[config.mk]
export PLATFORM = sky130hd
export DESIGN_NAME = multicycle_controller
export DESIGN_NICKNAME = d
export VERILOG_FILES = /design/src/rtl/multicycle_controller.sv
export SDC_FILE = /design/constraint.sdc
export NUM_CORES = 1
export LEC_CHECK = 0
export CORE_MARGIN = 4
export CORE_UTILIZATION = 39
export CTS_CLUSTER_DIAMETER = 150
export DETAILED_ROUTE_END_ITERATION = 8
export PLACE_DENSITY = 0.86
export SLEW_MARGIN = 40
export SYNTH_ARGS = -nofsm -noshare
export SYNTH_HDL_FRONTEND = slang
export SYNTH_SLANG_ARGS = --single-unit
[constraint.sdc]
create_clock -name clk -period 4.9 [get_ports clk]
set_input_delay 0.735 -clock clk [delete_from_list [all_inputs] [get_ports clk]]
set_output_delay 0.735 -clock clk [all_outputs]
set_load 0.01 [all_outputs]
[src/rtl/multicycle_controller.sv]
// Multicycle ARM controller: sequences Fetch/Decode/Execute/Memory/Writeback,
// decodes the ALU operation, holds NZCV and evaluates the condition field.
module multicycle_controller #(
    parameter int          ALUCW         = 4,
    parameter bit          MEM_HANDSHAKE = 1'b1,
    parameter logic [3:0]  RESET_FLAGS   = 4'b0000
) (
    input  logic             clk,
    input  logic             reset,
    input  logic [31:0]      Instr,
    input  logic [3:0]       ALUFlags,
    input  logic             MemReady,
    output logic             PCWrite,
    output logic             AdrSrc,
    output logic             MemWrite,
    output logic             IRWrite,
    output logic [1:0]       ResultSrc,
    output logic             ALUSrcA,
    output logic [1:0]       ALUSrcB,
    output logic [ALUCW-1:0] ALUControl,
    output logic [1:0]       ImmSrc,
    output logic [1:0]       RegSrc,
    output logic             RegWrite,
    output logic [3:0]       Flags,
    output logic [3:0]       State
);

    typedef enum logic [3:0] {
        S_FETCH  = 4'd0,
        S_DECODE = 4'd1,
        S_MEMADR = 4'd2,
        S_MEMRD  = 4'd3,
        S_MEMWB  = 4'd4,
        S_MEMWR  = 4'd5,
        S_EXECR  = 4'd6,
        S_EXECI  = 4'd7,
        S_ALUWB  = 4'd8,
        S_BRANCH = 4'd9,
        S_UNDEF  = 4'd10
    } state_t;

    localparam logic [2:0] ALU_ADD = 3'd0;
    localparam logic [2:0] ALU_SUB = 3'd1;
    localparam logic [2:0] ALU_AND = 3'd2;
    localparam logic [2:0] ALU_ORR = 3'd3;
    localparam logic [2:0] ALU_EOR = 3'd4;

    state_t     r_state;
    state_t     w_next_state;
    logic [3:0] r_flags;

    logic [1:0] w_op;
    logic       w_imm;
    logic [3:0] w_cmd;
    logic       w_sbit;
    logic [3:0] w_rd;
    logic       w_mem_ready;
    logic       w_cond_ex;

    logic [2:0] w_dp_op;
    logic       w_no_write;
    logic       w_s_eff;
    logic       w_arith;
    logic [1:0] w_flag_w;

    logic       w_pc_write;
    logic       w_mem_write;
    logic       w_ir_write;
    logic       w_reg_write;
    logic       w_flag_en;
    logic [2:0] w_alu_op;
    logic       w_wb_en;
    logic       w_unused;

    assign w_op        = Instr[27:26];
    assign w_imm       = Instr[25];
    assign w_cmd       = Instr[24:21];
    assign w_sbit      = Instr[20];
    assign w_rd        = Instr[15:12];
    assign w_mem_ready = MEM_HANDSHAKE ? MemReady : 1'b1;
    assign w_unused    = &{1'b0, Instr[19:16], Instr[11:0]};

    // Data-processing cmd decode; compare/test always set flags and never write back.
    always_comb begin
        w_dp_op    = ALU_ADD;
        w_no_write = 1'b0;
        w_s_eff    = w_sbit;
        w_arith    = 1'b0;
        case (w_cmd)
            4'b0100: begin w_dp_op = ALU_ADD; w_arith = 1'b1; end
            4'b0010: begin w_dp_op = ALU_SUB; w_arith = 1'b1; end
            4'b0000: w_dp_op = ALU_AND;
            4'b1100: w_dp_op = ALU_ORR;
            4'b0001: w_dp_op = ALU_EOR;
            4'b1010: begin
                w_dp_op    = ALU_SUB;
                w_arith    = 1'b1;
                w_no_write = 1'b1;
                w_s_eff    = 1'b1;
            end
            4'b1000: begin
                w_dp_op    = ALU_AND;
                w_no_write = 1'b1;
                w_s_eff    = 1'b1;
            end
            default: begin
                w_dp_op    = ALU_ADD;
                w_no_write = 1'b1;
            end
        endcase
        w_flag_w = {w_s_eff, w_s_eff & w_arith};
    end

    always_comb begin
        logic n, z, c, v;
        {n, z, c, v} = r_flags;
        case (Instr[31:28])
            4'b0000: w_cond_ex = z;
            4'b0001: w_cond_ex = ~z;
            4'b0010: w_cond_ex = c;
            4'b0011: w_cond_ex = ~c;
            4'b0100: w_cond_ex = n;
            4'b0101: w_cond_ex = ~n;
            4'b0110: w_cond_ex = v;
            4'b0111: w_cond_ex = ~v;
            4'b1000: w_cond_ex = c & ~z;
            4'b1001: w_cond_ex = ~c | z;
            4'b1010: w_cond_ex = (n == v);
            4'b1011: w_cond_ex = (n != v);
            4'b1100: w_cond_ex = ~z & (n == v);
            4'b1101: w_cond_ex = z | (n != v);
            4'b1110: w_cond_ex = 1'b1;
            default: w_cond_ex = 1'b0;
        endcase
    end

    always_ff @(posedge clk or negedge reset) begin
        if (!reset) begin
            r_state <= S_FETCH;
        end else begin
            r_state <= w_next_state;
        end
    end

    always_comb begin
        w_next_state = r_state;
        w_pc_write   = 1'b0;
        w_mem_write  = 1'b0;
        w_ir_write   = 1'b0;
        w_reg_write  = 1'b0;
        w_flag_en    = 1'b0;
        w_wb_en      = 1'b0;
        AdrSrc       = 1'b0;
        ResultSrc    = 2'b00;
        ALUSrcA      = 1'b0;
        ALUSrcB      = 2'b00;
        w_alu_op     = ALU_ADD;
        case (r_state)
            S_FETCH: begin
                ALUSrcA    = 1'b1;
                ALUSrcB    = 2'b10;
                ResultSrc  = 2'b10;
                w_ir_write = w_mem_ready;
                w_pc_write = w_mem_ready;
                if (w_mem_ready) w_next_state = S_DECODE;
            end
            S_DECODE: begin
                ALUSrcA   = 1'b1;
                ALUSrcB   = 2'b10;
                ResultSrc = 2'b10;
                case (w_op)
                    2'b01:   w_next_state = S_MEMADR;
                    2'b00:   w_next_state = w_imm ? S_EXECI : S_EXECR;
                    2'b10:   w_next_state = S_BRANCH;
                    default: w_next_state = S_UNDEF;
                endcase
            end
            S_MEMADR: begin
                ALUSrcB      = 2'b01;
                w_next_state = w_sbit ? S_MEMRD : S_MEMWR;
            end
            S_MEMRD: begin
                AdrSrc = 1'b1;
                if (w_mem_ready) w_next_state = S_MEMWB;
            end
            S_MEMWB: begin
                ResultSrc    = 2'b01;
                w_wb_en      = w_cond_ex;
                w_next_state = S_FETCH;
            end
            S_MEMWR: begin
                AdrSrc      = 1'b1;
                w_mem_write = w_cond_ex;
                if (w_mem_ready) w_next_state = S_FETCH;
            end
            S_EXECR, S_EXECI: begin
                ALUSrcB      = (r_state == S_EXECI) ? 2'b01 : 2'b00;
                w_alu_op     = w_dp_op;
                w_flag_en    = w_cond_ex;
                w_next_state = S_ALUWB;
            end
            S_ALUWB: begin
                w_wb_en      = w_cond_ex & ~w_no_write;
                w_next_state = S_FETCH;
            end
            S_BRANCH: begin
                ALUSrcB      = 2'b01;
                ResultSrc    = 2'b10;
                w_pc_write   = w_cond_ex;
                w_next_state = S_FETCH;
            end
            default: w_next_state = S_FETCH;
        endcase
        // A writeback to R15 is redirected to the PC enable.
        if (w_wb_en) begin
            if (w_rd == 4'd15) w_pc_write  = 1'b1;
            else               w_reg_write = 1'b1;
        end
    end

    always_ff @(posedge clk or negedge reset) begin
        if (!reset) begin
            r_flags <= RESET_FLAGS;
        end else begin
            if (w_flag_en & w_flag_w[1]) r_flags[3:2] <= ALUFlags[3:2];
            if (w_flag_en & w_flag_w[0]) r_flags[1:0] <= ALUFlags[1:0];
        end
    end

    // Enables are gated by the reset pin so nothing commits while it is held.
    assign PCWrite    = w_pc_write  & reset;
    assign IRWrite    = w_ir_write  & reset;
    assign MemWrite   = w_mem_write & reset;
    assign RegWrite   = w_reg_write & reset;
    assign ALUControl = ALUCW'(w_alu_op);
    assign ImmSrc     = w_op;
    assign RegSrc     = {(w_op == 2'b01) & ~w_sbit, (w_op == 2'b10)};
    assign Flags      = r_flags;
    assign State      = r_state;

endmodule
After elaboration in Yosys (flattened, before gate mapping):

Cells that the tools add are included.

* eq/ne operators: 37
* multiplexer cells: 26
* bitwise gates (word level): 18
* reductions and logical operators: 15

Operators by type and width (number)
* $eq A4 B4 Y1 const B: 13
* $eq A4 B3 Y1 const B: 9
* $pmux W4 S6: 1
* $eq A4 B2 Y1 const B: 5
* $pmux W1 S15: 1
* $reduce_or A2 Y1: 7
* $mux W1: 13
* $eq A4 B1 Y1 const B: 3
* $logic_not A4 Y1: 3
* $mux W4: 3
* $pmux W3 S4: 1
* $pmux W4 S3: 1
* $and A1 B1 Y1: 11
* $mux W3: 2
* $ne A2 B2 Y1 const B: 3
* $pmux W2 S3: 1
* $reduce_or A3 Y1: 2
* $not A1 Y1: 5
* $reduce_or A5 Y1: 1
* $pmux W1 S2: 2
* $pmux W2 S2: 1
* $reduce_and A3 Y1: 1
* $eq A2 B1 Y1 const B: 1
* $eq A2 B2 Y1 const B: 1
* 4 further kinds: 5

* flip-flop bits (word level): 8
* input port bits: 39
* output and inout bits: 26
* word-level logic and storage cells: 99

Logic depth before layout (Yosys ltp):

* depth after elaboration: 7
* mapped depth: 6
* depth with buffers taken out: 5

Worst setup path before layout:

No wires, ideal clock.

* path kind: input to output
* from: input port Instr[28]
* to: output port MemWrite
* arrival: 2012 ps
* data required time: 4165 ps
* slack: 2153 ps
* cell stages on the path: 6
* path buffers: 1
* path through: buf_2 > and4bb_1 > mux2i_1 > a31oi_1 > nor3_1 > nor4b_1

* longest elaborated chain between the ends: 4
* elaborated cells on any way between the ends: 18
* classes of those cells: 14 x eq/ne; 2 x mux; 1 x bitwise; 1 x reduce/logical

RTL lines
* start: declaration: RTL line 10 `input logic [31:0] Instr,`
* $eq A4 B4 Y1, or another cell as far along: RTL line 117 `case (Instr[31:28])`
* $pmux W1 S15 *: RTL line 117
* $mux W1 *: RTL line 158 `case (r_state)`
* $and A1 B1 Y1 *: RTL line 233 `assign MemWrite = w_mem_write & reset;`
* end: declaration: RTL line 15 `output logic MemWrite,`

Mark *: on every way between the ends. The rest lies on a longest branch, timed or not.

Worst setup path after layout:

* from: input port Instr[30]
* to: output port MemWrite

The elaborated chain is that of the path after synthesis.

==> metrics.txt <==
# TYPE chip_impl_metric gauge
chip_impl_metric{name="hpwl",unit="um"} 2120
chip_impl_info{name="synth_top_cells_by_area",value="sky130_fd_sc_hd__dfrtp_1 (20%), sky130_fd_sc_hd__nor2_1 (5.6%), sky130_fd_sc_hd__mux2_1 (4.5%)"} 1
chip_impl_metric{name="clockPowerShare",unit="%"} 7.8
chip_impl_metric{name="largest_clock_skew_in_the_final_design",unit="ns"} 0.00168
chip_impl_metric{name="detailroute.via_count",unit=""} 1111
chip_impl_metric{name="grt_start_max_net_pins",unit=""} 17
chip_impl_metric{name="number_of_hold_slack_violations_in_the_final_timing_report",unit=""} 0
chip_impl_metric{name="slew_headroom",unit="%"} 66.2
chip_impl_metric{name="track_usage",unit="%"} 16.5
chip_impl_metric{name="drt_first_iter_violations",unit=""} 40
chip_impl_metric{name="ctsHtreeMaxLevel",unit=""} 1
chip_impl_metric{name="pre_cts_slack",unit="ns"} 1.00
chip_impl_metric{name="vias_per_cell",unit=""} 5.67
chip_impl_metric{name="die_width",unit="um"} 58.8
chip_impl_info{name="setup.worst_path.class",value="input pin to primary output"} 1
chip_impl_info{name="rsz0062_at_grt",value="no"} 1
chip_impl_metric{name="yosys_warnings",unit=""} 0
chip_impl_metric{name="die-area",unit="sq um"} 3450
chip_impl_metric{name="layout_nets",unit=""} 207
chip_impl_metric{name="fin_tns_setup",unit="ns"} 0
chip_impl_info{name="min-delay-start",value="Flags[0]"} 1
chip_impl_info{name="tritoncts",value="done"} 1
chip_impl_metric{name="first_pass_grt_wire_length",unit="um"} 4520
chip_impl_info{name="outcome",value="complete, no violations"} 1
chip_impl_metric{name="combinational_fraction_of_design_power",unit="%"} 64.7
chip_impl_metric{name="achievable_freq",unit="MHz"} 255
chip_impl_metric{name="number_of_enable_type_register_cells_in_the_synthesized_netlist",unit=""} 0
chip_impl_metric{name="synth.lib_cells_used.distinct",unit=""} 47
chip_impl_metric{name="final-max-slew-violation-count",unit=""} 0
chip_impl_metric{name="syn_avg_cell_area",unit="sq um"} 7.85
chip_impl_metric{name="sink_count_of_the_clock_tree",unit=""} 8
chip_impl_info{name="regToRegStartpoint",value="State[2]"} 1
chip_impl_metric{name="setup_viol",unit=""} 0
chip_impl_metric{name="syn-cell-area",unit="sq um"} 1000
chip_impl_metric{name="drt.antenna.violating_nets",unit=""} 0
chip_impl_metric{name="period_share",unit="%"} 79.9
chip_impl_metric{name="grt_pass1_vias",unit=""} 1083
chip_impl_metric{name="seqPwrFrac",unit="%"} 27.5
chip_impl_metric{name="synthCells",unit=""} 128
chip_impl_metric{name="path_clk_slew",unit="ns"} 0.05
chip_impl_metric{name="routabilityCongestion",unit=""} 0.862
chip_impl_metric{name="post-route-drc-count",unit=""} 0
chip_impl_metric{name="cap_viol_max_count",unit=""} 0
chip_impl_metric{name="cts_hold_buf",unit=""} 0
chip_impl_info{name="ctsRootBufferMaster",value="sky130_fd_sc_hd__clkbuf_4"} 1
chip_impl_metric{name="timing.critical_path.fanout_max",unit=""} 12
chip_impl_metric{name="total_leakage_power",unit="nW"} 0.561
chip_impl_metric{name="postSynthRegisterBits",unit=""} 8
chip_impl_metric{name="worstPathRequired",unit="ns"} 4.16
chip_impl_metric{name="die_height",unit="um"} 58.8
chip_impl_metric{name="clk_path_buf_depth",unit=""} 2
chip_impl_metric{name="critPathArrivalTime",unit="ns"} 3.18
chip_impl_metric{name="synth.yosys.seq_area_share",unit="%"} 19.9
chip_impl_metric{name="placementRows",unit=""} 18
chip_impl_info{name="synth_flop_cell",value="sky130_fd_sc_hd__dfrtp_1"} 1
chip_impl_info{name="hold-path-endpoint",value="Flags[0]"} 1
chip_impl_metric{name="post-route-worst-setup-slack",unit="ns"} 0.984
chip_impl_metric{name="post_drt_wl_per_cell",unit="um"} 14.1
chip_impl_metric{name="insertion_delay",unit="ns"} 0.24
chip_impl_info{name="worstSetupEndpointType",value="primary output"} 1
chip_impl_metric{name="synthArstFlopShare",unit="%"} 100
chip_impl_info{name="crit-reg2reg-capture",value="Flags[1]"} 1
chip_impl_metric{name="r2r_setup_slack",unit="ns"} 2.89
chip_impl_info{name="top_usage_layer",value="met2"} 1
chip_impl_metric{name="grt.met2_usage",unit="%"} 25.6
chip_impl_metric{name="rr_worst_depth",unit=""} 5
chip_impl_metric{name="n_antenna_cell",unit=""} 0
chip_impl_info{name="hold_path_class",value="flip-flop to flip-flop"} 1
chip_impl_metric{name="effective_utilization_at_floorplan",unit="%"} 40.6
chip_impl_metric{name="timing.hold.ws",unit="ns"} 0.580
chip_impl_info{name="startpoint_type_of_the_worst_setup_path",value="input pin"} 1
chip_impl_metric{name="design.portCount",unit=""} 65
chip_impl_metric{name="drt_wl_total",unit="um"} 2760
chip_impl_metric{name="intPower",unit="mW"} 0.342
chip_impl_metric{name="worst_ir_drop_vdd",unit="uV"} 354
chip_impl_metric{name="gr-usage-met1",unit="%"} 20.4
chip_impl_metric{name="layout.core_utilization",unit="%"} 59.0
chip_impl_metric{name="cts_resized",unit=""} 0
chip_impl_metric{name="total_nets_after_synthesis",unit=""} 167
chip_impl_metric{name="antenna_found_initial",unit=""} 0
chip_impl_metric{name="core_area",unit="sq um"} 2480
chip_impl_metric{name="grt-ovfl-total",unit=""} 0
chip_impl_metric{name="switching_share",unit="%"} 44.2
chip_impl_metric{name="switchingPower",unit="mW"} 0.270
chip_impl_metric{name="netlist.area_leader.share",unit="%"} 19.9
chip_impl_metric{name="tightest_slew",unit="ns"} 0.508
chip_impl_metric{name="detail_route.first_pass.iterations",unit=""} 4
chip_impl_metric{name="timing.hold.worst_path_depth",unit=""} 1
chip_impl_metric{name="grt_util_met3",unit="%"} 6.58
chip_impl_metric{name="cts_setup_buffers",unit=""} 0
chip_impl_metric{name="flow.area_growth_from_synthesis",unit="%"} 45.5
chip_impl_metric{name="cts-buffers-inserted",unit=""} 3
chip_impl_metric{name="powerDensity",unit="nW/um^2"} 419
chip_impl_info{name="synthDominantAreaCellType",value="sky130_fd_sc_hd__dfrtp_1"} 1
chip_impl_info{name="timing_startpoint_of_the_critical_path",value="Instr[30]"} 1
chip_impl_metric{name="port_buffers",unit=""} 47
chip_impl_metric{name="min_period",unit="ns"} 3.92
chip_impl_metric{name="final_layout_size_suffix_gt1_share",unit="%"} 5.42
sequential cells by signal, summed over array words and instances, names as in the netlist:
name and count:
State 4, Flags 4
worst max-delay path, cell delays in order:
cell and delay [ns]:
sky130_fd_sc_hd__clkdlybuf4s50_1 0.71, sky130_fd_sc_hd__mux2i_1 0.13, sky130_fd_sc_hd__o31a_1 0.26, sky130_fd_sc_hd__o2bb2ai_2 0.23
sky130_fd_sc_hd__nor3_1 0.13, sky130_fd_sc_hd__nor4b_1 0.37, sky130_fd_sc_hd__clkdlybuf4s50_1 0.63
placed cells by master (no fill, tap or decap), types with 2 or more instances in the layout:
master                            synthesis  final
sky130_fd_sc_hd__clkdlybuf4s50_1          0     47
sky130_fd_sc_hd__nor2_1                  15     15
sky130_fd_sc_hd__dfrtp_1                  8      8
sky130_fd_sc_hd__nand2b_1                 7      7
sky130_fd_sc_hd__nor3_1                   6      6
sky130_fd_sc_hd__a21oi_1                  6      6
sky130_fd_sc_hd__nand2_1                  6      6
sky130_fd_sc_hd__nand3_1                  5      5
sky130_fd_sc_hd__nor3b_1                  5      5
sky130_fd_sc_hd__mux2_1                   4      4
sky130_fd_sc_hd__inv_1                    3      3
sky130_fd_sc_hd__a211oi_1                 3      3
sky130_fd_sc_hd__nand3b_1                 3      3
sky130_fd_sc_hd__and4bb_1                 3      3
sky130_fd_sc_hd__mux2i_1                  3      3
sky130_fd_sc_hd__o21ai_0                  3      3
sky130_fd_sc_hd__clkbuf_4                 0      3
sky130_fd_sc_hd__nor2b_1                  2      2
sky130_fd_sc_hd__xor2_1                   2      2
sky130_fd_sc_hd__a31oi_1                  2      2
sky130_fd_sc_hd__o31a_1                   2      2
sky130_fd_sc_hd__xnor2_1                  2      2
sky130_fd_sc_hd__o21bai_1                 2      2
sky130_fd_sc_hd__and3b_1                  2      2
sky130_fd_sc_hd__nor3_2                   2      2
sky130_fd_sc_hd__o31ai_1                  2      2
metal layers:
metal / wire length, um / vias to the layer above
met5: 0 / -
met4: 54 / 0
met3: 303 / 8
met2: 1280 / 57
met1: 1120 / 503
li1: - / 543
cells by family (layout without fill, tap and decap cells):
logic type      after synthesis  count (layout)  share of synthesized area (%)
flops                         8               8                           19.9
other cells                   1               1                          0.373
simple gates                 65              65                           39.5
xor+xnor                      4               4                           3.49
compound gates               28              28                           20.8
mux                           7               7                           7.47
buf+inv                      15              53                           8.47
cell type report:
| type | instances | area [sq um] |
|---|---|---|
| Timing Repair Buffer | 47 | 470 |
| Clock buffer | 3 | 22.5 |
| Fill cell | 228 | 1020 |
| Sequential cell | 8 | 200 |
| Multi-Input combinational cell | 105 | 719 |
| Inverter | 3 | 11.3 |
| Tap cell | 30 | 37.5 |
cells in the mapped netlist (all sizes together) (3+ instances only):
master	instances
a21oi	6
nor3	8
inv	3
nand3b	3
nand2	6
buf	9
nor3b	5
nor2	15
and4bb	3
dfrtp	8
nand2b	7
nand3	5
a211oi	3
clkbuf	3
mux2i	3
o21ai	3
mux2	4
o31ai	3
power groups by stage:
stage	registers, mW	logic (mW)	clock network [mW]
floorplan	0.136	0.244	0
global placement	0.165	0.387	0
detailed placement	0.167	0.394	0
CTS	0.167	0.398	0.0494
global route	0.177	0.432	0.0551
finish	0.168	0.396	0.0476
through the flow:
stage	power [mW]	std cells	cell area (sq um)
finish	0.612	196	1460
global route	0.664	196	1460
CTS	0.614	196	1460
detailed placement	0.561	193	1440
global placement	0.552	193	1440
floorplan	0.379	128	1000
worst max path at each step:
stage / end / slack [ns] / cells after the start
detailed placement: MemWrite / 1.00 / 7
CTS: MemWrite / 0.99 / 7
global route: MemWrite / 0.84 / 7
floorplan: MemWrite / 2.15 / 6
global placement: MemWrite / 1.12 / 7
finish: MemWrite / 0.98 / 7
(Power assumes the default switching activity.)
